File: config.mk
export PLATFORM = sky130hd
export DESIGN_NAME = decode_unit
export DESIGN_NICKNAME = d
export VERILOG_FILES = /design/src/rtl/decode_unit_pkg.sv /design/src/rtl/decode_unit_decode_one.sv /design/src/rtl/decode_unit.sv
export SDC_FILE = /design/constraint.sdc
export NUM_CORES = 1
export LEC_CHECK = 0
export ABC_CLOCK_PERIOD_IN_PS = 2600
export CAP_MARGIN = 10
export CORE_AREA = 4 4 469 471
export DETAILED_ROUTE_END_ITERATION = 6
export DIE_AREA = 0 0 473 475
export PLACE_DENSITY = 0.37
export SLEW_MARGIN = 20
export SYNTH_ARGS = -nofsm -noshare
export SYNTH_HDL_FRONTEND = slang
export SYNTH_SLANG_ARGS = --single-unit
File: constraint.sdc
create_clock -name vclk -period 2.6
set_input_delay 0.26 -clock vclk [all_inputs]
set_output_delay 0.26 -clock vclk [all_outputs]
set_load 0.02 [all_outputs]
File: src/rtl/decode_unit_pkg.sv
// Shared types for the decode stage: fetch/rename packs, decoded op enums,
// feedback structs and exception ids.
package decode_unit_pkg;

  localparam int DECODE_WIDTH = 4;

  typedef enum logic [4:0] {
    EXC_INSTR_MISALIGNED    = 5'd0,
    EXC_INSTR_ACCESS_FAULT  = 5'd1,
    EXC_ILLEGAL_INSTRUCTION = 5'd2,
    EXC_BREAKPOINT          = 5'd3,
    EXC_LOAD_MISALIGNED     = 5'd4,
    EXC_LOAD_ACCESS_FAULT   = 5'd5,
    EXC_STORE_MISALIGNED    = 5'd6,
    EXC_STORE_ACCESS_FAULT  = 5'd7,
    EXC_ECALL_M             = 5'd11
  } riscv_exception_t;

  typedef enum logic [5:0] {
    OP_NOP, OP_LUI, OP_AUIPC, OP_JAL, OP_JALR,
    OP_BEQ, OP_BNE, OP_BLT, OP_BGE, OP_BLTU, OP_BGEU,
    OP_LB, OP_LH, OP_LW, OP_LBU, OP_LHU, OP_SB, OP_SH, OP_SW,
    OP_ADDI, OP_SLTI, OP_SLTIU, OP_XORI, OP_ORI, OP_ANDI, OP_SLLI, OP_SRLI, OP_SRAI,
    OP_ADD, OP_SUB, OP_SLL, OP_SLT, OP_SLTU, OP_XOR, OP_SRL, OP_SRA, OP_OR, OP_AND,
    OP_FENCE, OP_ECALL, OP_EBREAK, OP_MRET, OP_WFI,
    OP_CSRRW, OP_CSRRS, OP_CSRRC, OP_CSRRWI, OP_CSRRSI, OP_CSRRCI,
    OP_MUL, OP_MULH, OP_MULHSU, OP_MULHU, OP_DIV, OP_DIVU, OP_REM, OP_REMU
  } op_t;

  typedef enum logic [2:0] {
    OP_UNIT_ALU, OP_UNIT_BRU, OP_UNIT_CSR, OP_UNIT_DIV, OP_UNIT_LSU, OP_UNIT_MUL
  } op_unit_t;

  typedef enum logic [3:0] {
    ALU_ADD, ALU_SUB, ALU_SLL, ALU_SLT, ALU_SLTU, ALU_XOR, ALU_SRL, ALU_SRA, ALU_OR, ALU_AND
  } alu_op_t;

  typedef enum logic [2:0] {
    BRU_JAL, BRU_JALR, BRU_BEQ, BRU_BNE, BRU_BLT, BRU_BGE, BRU_BLTU, BRU_BGEU
  } bru_op_t;

  typedef enum logic [2:0] {
    LSU_LB, LSU_LH, LSU_LW, LSU_LBU, LSU_LHU, LSU_SB, LSU_SH, LSU_SW
  } lsu_op_t;

  typedef enum logic [2:0] {
    CSR_RW, CSR_RS, CSR_RC, CSR_ECALL, CSR_EBREAK, CSR_MRET, CSR_WFI
  } csr_op_t;

  typedef enum logic [1:0] {MUL_MUL, MUL_MULH, MUL_MULHSU, MUL_MULHU} mul_op_t;
  typedef enum logic [1:0] {DIV_DIV, DIV_DIVU, DIV_REM, DIV_REMU} div_op_t;

  typedef struct packed {
    alu_op_t alu_op;
    bru_op_t bru_op;
    lsu_op_t lsu_op;
    csr_op_t csr_op;
    mul_op_t mul_op;
    div_op_t div_op;
  } sub_op_t;

  typedef enum logic [1:0] {ARG_SRC_REG, ARG_SRC_IMM, ARG_SRC_DISABLE} arg_src_t;

  typedef struct packed {
    logic [31:0]      value;
    logic [31:0]      pc;
    logic             has_exception;
    riscv_exception_t exception_id;
    logic [31:0]      exception_value;
  } fetch_decode_pack_t;

  typedef struct packed {
    logic [31:0]      value;
    logic [31:0]      pc;
    op_t              op;
    op_unit_t         op_unit;
    sub_op_t          sub_op;
    logic [31:0]      imm;
    arg_src_t         arg1_src;
    arg_src_t         arg2_src;
    logic [4:0]       rs1;
    logic [4:0]       rs2;
    logic [4:0]       rd;
    logic             rd_enable;
    logic [11:0]      csr;
    logic             has_exception;
    riscv_exception_t exception_id;
    logic [31:0]      exception_value;
  } decode_rename_pack_t;

  typedef struct packed {
    logic idle;
  } decode_feedback_pack_t;

  typedef struct packed {
    logic       enable;
    logic       flush;
    logic [2:0] committed_num;
  } commit_feedback_pack_t;

endpackage

File: src/rtl/decode_unit_decode_one.sv
// Single-instruction combinational decoder for RV32IM + Zicsr + system ops.
module decode_one
  import decode_unit_pkg::*;
(
  input  fetch_decode_pack_t  fd_in,
  output decode_rename_pack_t dr_out
);

  logic [31:0] v;
  logic [6:0]  opcode;
  logic [6:0]  funct7;
  logic [2:0]  funct3;
  logic [31:0] imm_i, imm_s, imm_b, imm_u, imm_j, imm_z;
  logic        legal;
  logic        has_rd;
  op_t         op;
  op_unit_t    op_unit;
  sub_op_t     sub_op;
  logic [31:0] imm;
  arg_src_t    arg1_src;
  arg_src_t    arg2_src;

  assign v      = fd_in.value;
  assign opcode = v[6:0];
  assign funct3 = v[14:12];
  assign funct7 = v[31:25];
  assign imm_i  = {{20{v[31]}}, v[31:20]};
  assign imm_s  = {{20{v[31]}}, v[31:25], v[11:7]};
  assign imm_b  = {{19{v[31]}}, v[31], v[7], v[30:25], v[11:8], 1'b0};
  assign imm_u  = {v[31:12], 12'b0};
  assign imm_j  = {{11{v[31]}}, v[31], v[19:12], v[20], v[30:21], 1'b0};
  assign imm_z  = {27'b0, v[19:15]};

  always_comb begin
    legal    = 1'b0;
    has_rd   = 1'b0;
    op       = OP_NOP;
    op_unit  = OP_UNIT_ALU;
    sub_op   = '0;
    imm      = '0;
    arg1_src = ARG_SRC_DISABLE;
    arg2_src = ARG_SRC_DISABLE;
    case (opcode)
      7'b0110111: begin
        legal = 1'b1; has_rd = 1'b1; op = OP_LUI; imm = imm_u; arg2_src = ARG_SRC_IMM;
      end
      // auipc adds pc in the ALU; arg1 is implied by op, not a register
      7'b0010111: begin
        legal = 1'b1; has_rd = 1'b1; op = OP_AUIPC; imm = imm_u; arg2_src = ARG_SRC_IMM;
      end
      7'b1101111: begin
        legal = 1'b1; has_rd = 1'b1; op = OP_JAL; op_unit = OP_UNIT_BRU;
        sub_op.bru_op = BRU_JAL; imm = imm_j;
      end
      7'b1100111: begin
        legal = (funct3 == 3'b000); has_rd = 1'b1; op = OP_JALR; op_unit = OP_UNIT_BRU;
        sub_op.bru_op = BRU_JALR; imm = imm_i; arg1_src = ARG_SRC_REG;
      end
      7'b1100011: begin
        legal = 1'b1; op_unit = OP_UNIT_BRU; imm = imm_b;
        arg1_src = ARG_SRC_REG; arg2_src = ARG_SRC_REG;
        case (funct3)
          3'b000:  begin op = OP_BEQ;  sub_op.bru_op = BRU_BEQ;  end
          3'b001:  begin op = OP_BNE;  sub_op.bru_op = BRU_BNE;  end
          3'b100:  begin op = OP_BLT;  sub_op.bru_op = BRU_BLT;  end
          3'b101:  begin op = OP_BGE;  sub_op.bru_op = BRU_BGE;  end
          3'b110:  begin op = OP_BLTU; sub_op.bru_op = BRU_BLTU; end
          3'b111:  begin op = OP_BGEU; sub_op.bru_op = BRU_BGEU; end
          default: legal = 1'b0;
        endcase
      end
      7'b0000011: begin
        legal = 1'b1; has_rd = 1'b1; op_unit = OP_UNIT_LSU; imm = imm_i; arg1_src = ARG_SRC_REG;
        case (funct3)
          3'b000:  begin op = OP_LB;  sub_op.lsu_op = LSU_LB;  end
          3'b001:  begin op = OP_LH;  sub_op.lsu_op = LSU_LH;  end
          3'b010:  begin op = OP_LW;  sub_op.lsu_op = LSU_LW;  end
          3'b100:  begin op = OP_LBU; sub_op.lsu_op = LSU_LBU; end
          3'b101:  begin op = OP_LHU; sub_op.lsu_op = LSU_LHU; end
          default: legal = 1'b0;
        endcase
      end
      7'b0100011: begin
        legal = 1'b1; op_unit = OP_UNIT_LSU; imm = imm_s;
        arg1_src = ARG_SRC_REG; arg2_src = ARG_SRC_REG;
        case (funct3)
          3'b000:  begin op = OP_SB; sub_op.lsu_op = LSU_SB; end
          3'b001:  begin op = OP_SH; sub_op.lsu_op = LSU_SH; end
          3'b010:  begin op = OP_SW; sub_op.lsu_op = LSU_SW; end
          default: legal = 1'b0;
        endcase
      end
      7'b0010011: begin
        legal = 1'b1; has_rd = 1'b1; imm = imm_i; arg1_src = ARG_SRC_REG; arg2_src = ARG_SRC_IMM;
        case (funct3)
          3'b000: begin op = OP_ADDI;  sub_op.alu_op = ALU_ADD;  end
          3'b010: begin op = OP_SLTI;  sub_op.alu_op = ALU_SLT;  end
          3'b011: begin op = OP_SLTIU; sub_op.alu_op = ALU_SLTU; end
          3'b100: begin op = OP_XORI;  sub_op.alu_op = ALU_XOR;  end
          3'b110: begin op = OP_ORI;   sub_op.alu_op = ALU_OR;   end
          3'b111: begin op = OP_ANDI;  sub_op.alu_op = ALU_AND;  end
          3'b001: begin op = OP_SLLI;  sub_op.alu_op = ALU_SLL; legal = (funct7 == 7'b0000000); end
          default: begin
            if (funct7 == 7'b0000000) begin op = OP_SRLI; sub_op.alu_op = ALU_SRL; end
            else if (funct7 == 7'b0100000) begin op = OP_SRAI; sub_op.alu_op = ALU_SRA; end
            else legal = 1'b0;
          end
        endcase
      end
      7'b0110011: begin
        legal = 1'b1; has_rd = 1'b1; arg1_src = ARG_SRC_REG; arg2_src = ARG_SRC_REG;
        if (funct7 == 7'b0000001) begin
          op_unit = funct3[2] ? OP_UNIT_DIV : OP_UNIT_MUL;
          case (funct3)
            3'b000:  begin op = OP_MUL;    sub_op.mul_op = MUL_MUL;    end
            3'b001:  begin op = OP_MULH;   sub_op.mul_op = MUL_MULH;   end
            3'b010:  begin op = OP_MULHSU; sub_op.mul_op = MUL_MULHSU; end
            3'b011:  begin op = OP_MULHU;  sub_op.mul_op = MUL_MULHU;  end
            3'b100:  begin op = OP_DIV;    sub_op.div_op = DIV_DIV;    end
            3'b101:  begin op = OP_DIVU;   sub_op.div_op = DIV_DIVU;   end
            3'b110:  begin op = OP_REM;    sub_op.div_op = DIV_REM;    end
            default: begin op = OP_REMU;   sub_op.div_op = DIV_REMU;   end
          endcase
        end else if (funct7 == 7'b0000000) begin
          case (funct3)
            3'b000:  begin op = OP_ADD;  sub_op.alu_op = ALU_ADD;  end
            3'b001:  begin op = OP_SLL;  sub_op.alu_op = ALU_SLL;  end
            3'b010:  begin op = OP_SLT;  sub_op.alu_op = ALU_SLT;  end
            3'b011:  begin op = OP_SLTU; sub_op.alu_op = ALU_SLTU; end
            3'b100:  begin op = OP_XOR;  sub_op.alu_op = ALU_XOR;  end
            3'b101:  begin op = OP_SRL;  sub_op.alu_op = ALU_SRL;  end
            3'b110:  begin op = OP_OR;   sub_op.alu_op = ALU_OR;   end
            default: begin op = OP_AND;  sub_op.alu_op = ALU_AND;  end
          endcase
        end else if (funct7 == 7'b0100000 && funct3 == 3'b000) begin
          op = OP_SUB; sub_op.alu_op = ALU_SUB;
        end else if (funct7 == 7'b0100000 && funct3 == 3'b101) begin
          op = OP_SRA; sub_op.alu_op = ALU_SRA;
        end else begin
          legal = 1'b0;
        end
      end
      7'b0001111: begin
        legal = (funct3 == 3'b000); op = OP_FENCE;
      end
      7'b1110011: begin
        op_unit = OP_UNIT_CSR;
        case (funct3)
          3'b000: begin
            legal = 1'b1;
            if (v == 32'h0000_0073)      begin op = OP_ECALL;  sub_op.csr_op = CSR_ECALL;  end
            else if (v == 32'h0010_0073) begin op = OP_EBREAK; sub_op.csr_op = CSR_EBREAK; end
            else if (v == 32'h3020_0073) begin op = OP_MRET;   sub_op.csr_op = CSR_MRET;   end
            else if (v == 32'h1050_0073) begin op = OP_WFI;    sub_op.csr_op = CSR_WFI;    end
            else legal = 1'b0;
          end
          3'b100: legal = 1'b0;
          default: begin
            legal = 1'b1; has_rd = 1'b1;
            arg1_src = funct3[2] ? ARG_SRC_IMM : ARG_SRC_REG;
            imm      = funct3[2] ? imm_z : 32'h0;
            case (funct3)
              3'b001:  begin op = OP_CSRRW;  sub_op.csr_op = CSR_RW; end
              3'b010:  begin op = OP_CSRRS;  sub_op.csr_op = CSR_RS; end
              3'b011:  begin op = OP_CSRRC;  sub_op.csr_op = CSR_RC; end
              3'b101:  begin op = OP_CSRRWI; sub_op.csr_op = CSR_RW; end
              3'b110:  begin op = OP_CSRRSI; sub_op.csr_op = CSR_RS; end
              default: begin op = OP_CSRRCI; sub_op.csr_op = CSR_RC; end
            endcase
          end
        endcase
      end
      default: legal = 1'b0;
    endcase
  end

  always_comb begin
    dr_out           = '0;
    dr_out.value     = v;
    dr_out.pc        = fd_in.pc;
    dr_out.op        = op;
    dr_out.op_unit   = op_unit;
    dr_out.sub_op    = sub_op;
    dr_out.imm       = imm;
    dr_out.arg1_src  = arg1_src;
    dr_out.arg2_src  = arg2_src;
    dr_out.rs1       = v[19:15];
    dr_out.rs2       = v[24:20];
    dr_out.rd        = v[11:7];
    dr_out.rd_enable = legal && has_rd && (v[11:7] != 5'd0);
    dr_out.csr       = v[31:20];
    // a fetch-side fault takes priority over anything the decoder finds
    if (fd_in.has_exception) begin
      dr_out.has_exception   = 1'b1;
      dr_out.exception_id    = fd_in.exception_id;
      dr_out.exception_value = fd_in.exception_value;
    end else if (!legal) begin
      dr_out.has_exception   = 1'b1;
      dr_out.exception_id    = EXC_ILLEGAL_INSTRUCTION;
      dr_out.exception_value = v;
    end
  end

endmodule

File: src/rtl/decode_unit.sv
// Decode stage top: in-order accept chain between fetch and rename FIFOs,
// commit flush, idle feedback and rename-full performance event.
module decode_unit
  import decode_unit_pkg::*;
(
  input  logic                                    clk,
  input  logic                                    rst,
  input  fetch_decode_pack_t  [DECODE_WIDTH-1:0]  fetch_decode_fifo_data_out,
  input  logic                [DECODE_WIDTH-1:0]  fetch_decode_fifo_data_out_valid,
  output logic                [DECODE_WIDTH-1:0]  fetch_decode_fifo_data_pop_valid,
  output logic                                    fetch_decode_fifo_pop,
  input  logic                [DECODE_WIDTH-1:0]  decode_rename_fifo_data_in_enable,
  output decode_rename_pack_t [DECODE_WIDTH-1:0]  decode_rename_fifo_data_in,
  output logic                [DECODE_WIDTH-1:0]  decode_rename_fifo_data_in_valid,
  output logic                                    decode_rename_fifo_push,
  output logic                                    decode_rename_fifo_flush,
  output decode_feedback_pack_t                   decode_feedback_pack,
  input  commit_feedback_pack_t                   commit_feedback_pack,
  output logic                                    decode_csrf_decode_rename_fifo_full_add
);

  logic [DECODE_WIDTH-1:0] accept;
  logic                    chain;
  logic                    flush;
  logic                    unused_ok;

  for (genvar g = 0; g < DECODE_WIDTH; g++) begin : g_dec
    decode_one u_decode_one (
      .fd_in  (fetch_decode_fifo_data_out[g]),
      .dr_out (decode_rename_fifo_data_in[g])
    );
  end

  // the first slot that is invalid or lacks space blocks all younger slots
  always_comb begin
    accept = '0;
    chain  = 1'b1;
    for (int i = 0; i < DECODE_WIDTH; i++) begin
      chain     = chain & fetch_decode_fifo_data_out_valid[i] & decode_rename_fifo_data_in_enable[i];
      accept[i] = chain;
    end
  end

  assign flush = rst && commit_feedback_pack.enable && commit_feedback_pack.flush;

  always_comb begin
    fetch_decode_fifo_data_pop_valid = (rst && !flush) ? accept : '0;
    decode_rename_fifo_data_in_valid = (rst && !flush) ? accept : '0;
    fetch_decode_fifo_pop            = rst;
    decode_rename_fifo_push          = rst;
    decode_rename_fifo_flush         = flush;
    decode_feedback_pack             = '0;
    decode_feedback_pack.idle        = !rst || (fetch_decode_fifo_data_out_valid == '0);
    decode_csrf_decode_rename_fifo_full_add = rst && fetch_decode_fifo_data_out_valid[0] &&
                                              !decode_rename_fifo_data_in_enable[0] && !flush;
  end

  assign unused_ok = ^{clk, commit_feedback_pack.committed_num};

endmodule

==> flow_metrics.py, run 1 <==
metrics = {
    "job": {
        "maxCapViolations": 0,
    },
    "sta": {
        "slew_violations": 0,
        "finalCriticalPeriod_ns": 2.77,
        "finalCritPeriodShare_pct": 107,
        "slew_headroom_pct": 55.7,
        "hold_violations": 0,
        "setup_ws_ns": -0.170,
        "setup_viol": 34,
        "tightest_slew_ns": 0.664,
        "fmax_mhz": 361,
        "rsz0062_at_grt": "true",
    },
    "pwr": {
        "irDropWorstVdd_uv": 83.1,
        "power_density_nw_per_um2": 147,
        "p_leak_uw": 0.0146,
    },
    "synth": {
        "yosysTopAreaCell": "buf_4",
        "synth_area_um2": 12600,
        "synth_cells": 2108,
        "synthSimpleGateAreaFrac_pct": 34.1,
        "yosysSeqAreaShare_pct": 0,
        "synthAdderAreaFrac_pct": 1.09,
        "synth_fp_nets": 2542,
        "synth.distinct_cells": 95,
        "synth_xor_area_share_pct": 0.764,
        "post_synth.cell_area_avg_um2": 5.98,
        "yosysWarningCount": 0,
        "ys_top_cells_by_area": "buf_4 (22%), nand2_1 (8.2%), o21ai_0 (6.5%)",
        "synth_top_family_by_area": "simple AND/OR/NAND/NOR gates",
        "muxShareOfSynthArea_pct": 0.159,
        "synth_compound_area_share_pct": 33.5,
        "synthDominantCellAreaShare_pct": 22.3,
    },
    "critical_path": {
        "crit_arrival_ns": 2.51,
        "cpMostUsedCell": "buf_12",
        "slowest_delay_ns": 0.45,
        "cp-end-kind": "output pin",
        "crit_fanout": 5,
        "critPathKind": "in -> out",
        "cp-start-kind": "input port",
        "cp.depth": 10,
        "crit_chain": "clkdlybuf4s18_2 > nand3b_1 > nor3_4 > a221o_1 > a211oi_4 > nand3_4 > buf_12 > o31ai_4 > buf_12 > buf_12",
        "cp_top_family": "compound AO/OA/AOI/OAI gates",
        "slowest_stage": "a211oi_4",
        "cp.required_ns": 2.34,
        "path_buf_inv": 4,
    },
    "die": {
        "dieWidth_um": 473,
        "io_pins": 1204,
        "die_height_um": 475,
        "dieArea_um2": 225000,
        "initial_core_util_pct": 5.84,
        "placementRows": 171,
        "core_area_um2": 216000,
    },
    "layout": {
        "fin_nets": 3904,
        "flops_and_latches": 0,
        "drive_gt1_share_pct": 48.7,
        "area_growth_pct": 158,
        "fin_util_pct": 15.0,
        "register_area_um2": 0,
        "final_area_um2": 32500,
        "nClkBuffers": 0,
    },
    "detailed_routing": {
        "routed_wl_um": 155000,
        "drcViolationCount": 0,
        "first_pass_iters": 7,
        "routedWlPerCell_um": 24.5,
        "vias_per_cell": 3.48,
        "num_vias": 22059,
        "ant_nets": 0,
        "drtIter0Drc": 1513,
    },
    "min_path": {
        "hold_end": "decode_rename_fifo_data_in[329]",
        "min-delay-start": "fetch_decode_fifo_data_out[149]",
        "min-delay-path-class": "in -> out",
        "holdPathStages": 0,
    },
    "global_route": {
        "grt_overflow": 0,
        "grt_util_all_layers_pct": 12.9,
        "grt_pass1_vias": 23010,
        "antenna_found_initial": 23,
        "grt_pass1_wl_um": 203000,
        "grt_max_degree": 72,
    },
    "run_status": {
        "outcome": "finished, violations left",
        "violations": "setup timing",
    },
    "placement": {
        "numPortBuffers": 944,
        "placed_area_um2": 29000,
        "globalplace.congestion": 0.918,
        "dp.final_hpwl_um": 134000,
    },
    "clocking": {
        "cts_hold_buf": 0,
    },
}
cell type report:
class              instances  area [um2]
repair buffers          1912       17500
inverters                 69         267
fillers                24955      184000
multi-input cells       1487       11100
well taps               2854        3570
diodes                    14        35.0
power by group:
group / internal, uW / switching [uW]
clock network: 0.000456 / 0
registers: 0 / 0
logic: 2170 / 2590
total: 2170 / 2590
what timing repair did:
| action | 4_1_cts | 5_1_grt |
|---|---|---|
| resized for setup | 1702 | 325 |
| setup buffers | 184 | 36 |
| pin swaps | 148 | 128 |
| gates cloned | 8 | 0 |
| setup endpoints to repair | 383 | 265 |
kinds of logic (layout without fill, tap and decap cells):
kind of cell / count (synthesis) / count (layout)
multiplexers: 2 / 2
other: 0 / 14
XOR/XNOR: 11 / 11
adder cells (fa/ha/maj): 11 / 11
buffers and inverters: 621 / 1981
AND/OR/NAND/NOR: 841 / 841
AO/OA/AOI/OAI: 622 / 622
cell usage after synthesis, drive strengths merged (8+ instances only):
master  instances
a32oi           8
a22oi          21
inv            67
or4            10
and2           34
nand2b         21
or3            26
a222oi         13
clkbuf        116
nand4          66
o211ai         15
a21o           61
o31ai          56
nor4           22
nor3           75
nor2          142
buf           436
o21ai         193
nand2         278
a31oi          13
o21a           11
ha             11
or2            14
nand3b          9
and3           16
a21oi          98
xnor2           8
nor2b          28
o41ai          11
o22ai          26
nand3          63
a211oi         17
metal layers:
metal  up-vias  routed length [um]  GRT usage, %
li1       9979                   -             -
met3       238               12000          3.27
met2      1255               76600          23.0
met1     10583               56500          13.9
met4         4               10100          7.17
met5         -                  26             0
layout by cell type (no fill, tap or decap), drive strengths merged, types with 15 or more instances in the layout:
cell           count
o211ai            15
nand4             66
clkdlybuf4s15     31
a211oi            17
o21ai            193
and2              34
inv               67
nand2b            21
dlymetal6s2s      16
nand3             63
a21oi             98
nor3              75
a22oi             21
and3              16
nand2            278
o22ai             26
or3               26
dlygate4sd2      127
nor2             142
nor2b             28
o31ai             56
buf             1259
clkbuf            33
clkdlybuf4s50    444
a21o              61
nor4              22
worst max-delay path by stage:
stage | startpoint | to | slack, ns
after CTS | fetch_decode_fifo_data_out[389] | decode_rename_fifo_data_in[700] | -0.38
after global placement | fetch_decode_fifo_data_out[401] | decode_rename_fifo_data_in[700] | -1.49
after detailed placement | fetch_decode_fifo_data_out[401] | decode_rename_fifo_data_in[700] | -1.50
after floorplan | fetch_decode_fifo_data_out[84] | decode_rename_fifo_data_in[14] | 0.01
final | fetch_decode_fifo_data_out[380] | decode_rename_fifo_data_in[590] | -0.17
after global routing | fetch_decode_fifo_data_out[406] | decode_rename_fifo_data_in[700] | -0.26
per-stage QoR:
stage               total power [uW]  cells  hold slack, ns  setup TNS [ns]  setup WS [ns]
CTS                             4720   6325           0.520           -4.52         -0.380
floorplan                       2040   2108           0.609               0         0.0115
global placement                4430   6160           0.520         -310.87          -1.49
finish                          4760   6336           0.520           -1.72         -0.170
detailed placement              4410   6160           0.520         -302.18          -1.50
global route                    5000   6329           0.520           -4.87         -0.265
(Power assumes the default switching activity.)
==> run 2, diff against run 1 <==
--- a/config.mk
+++ b/config.mk
@@ -11,7 +11,6 @@
 export DETAILED_ROUTE_END_ITERATION = 6
 export DIE_AREA = 0 0 473 475
 export PLACE_DENSITY = 0.37
-export SLEW_MARGIN = 20
 export SYNTH_ARGS = -nofsm -noshare
 export SYNTH_HDL_FRONTEND = slang
 export SYNTH_SLANG_ARGS = --single-unit
==> results of run 2 <==
No change in the layout: final DEF, timing and power equal those of run 1.
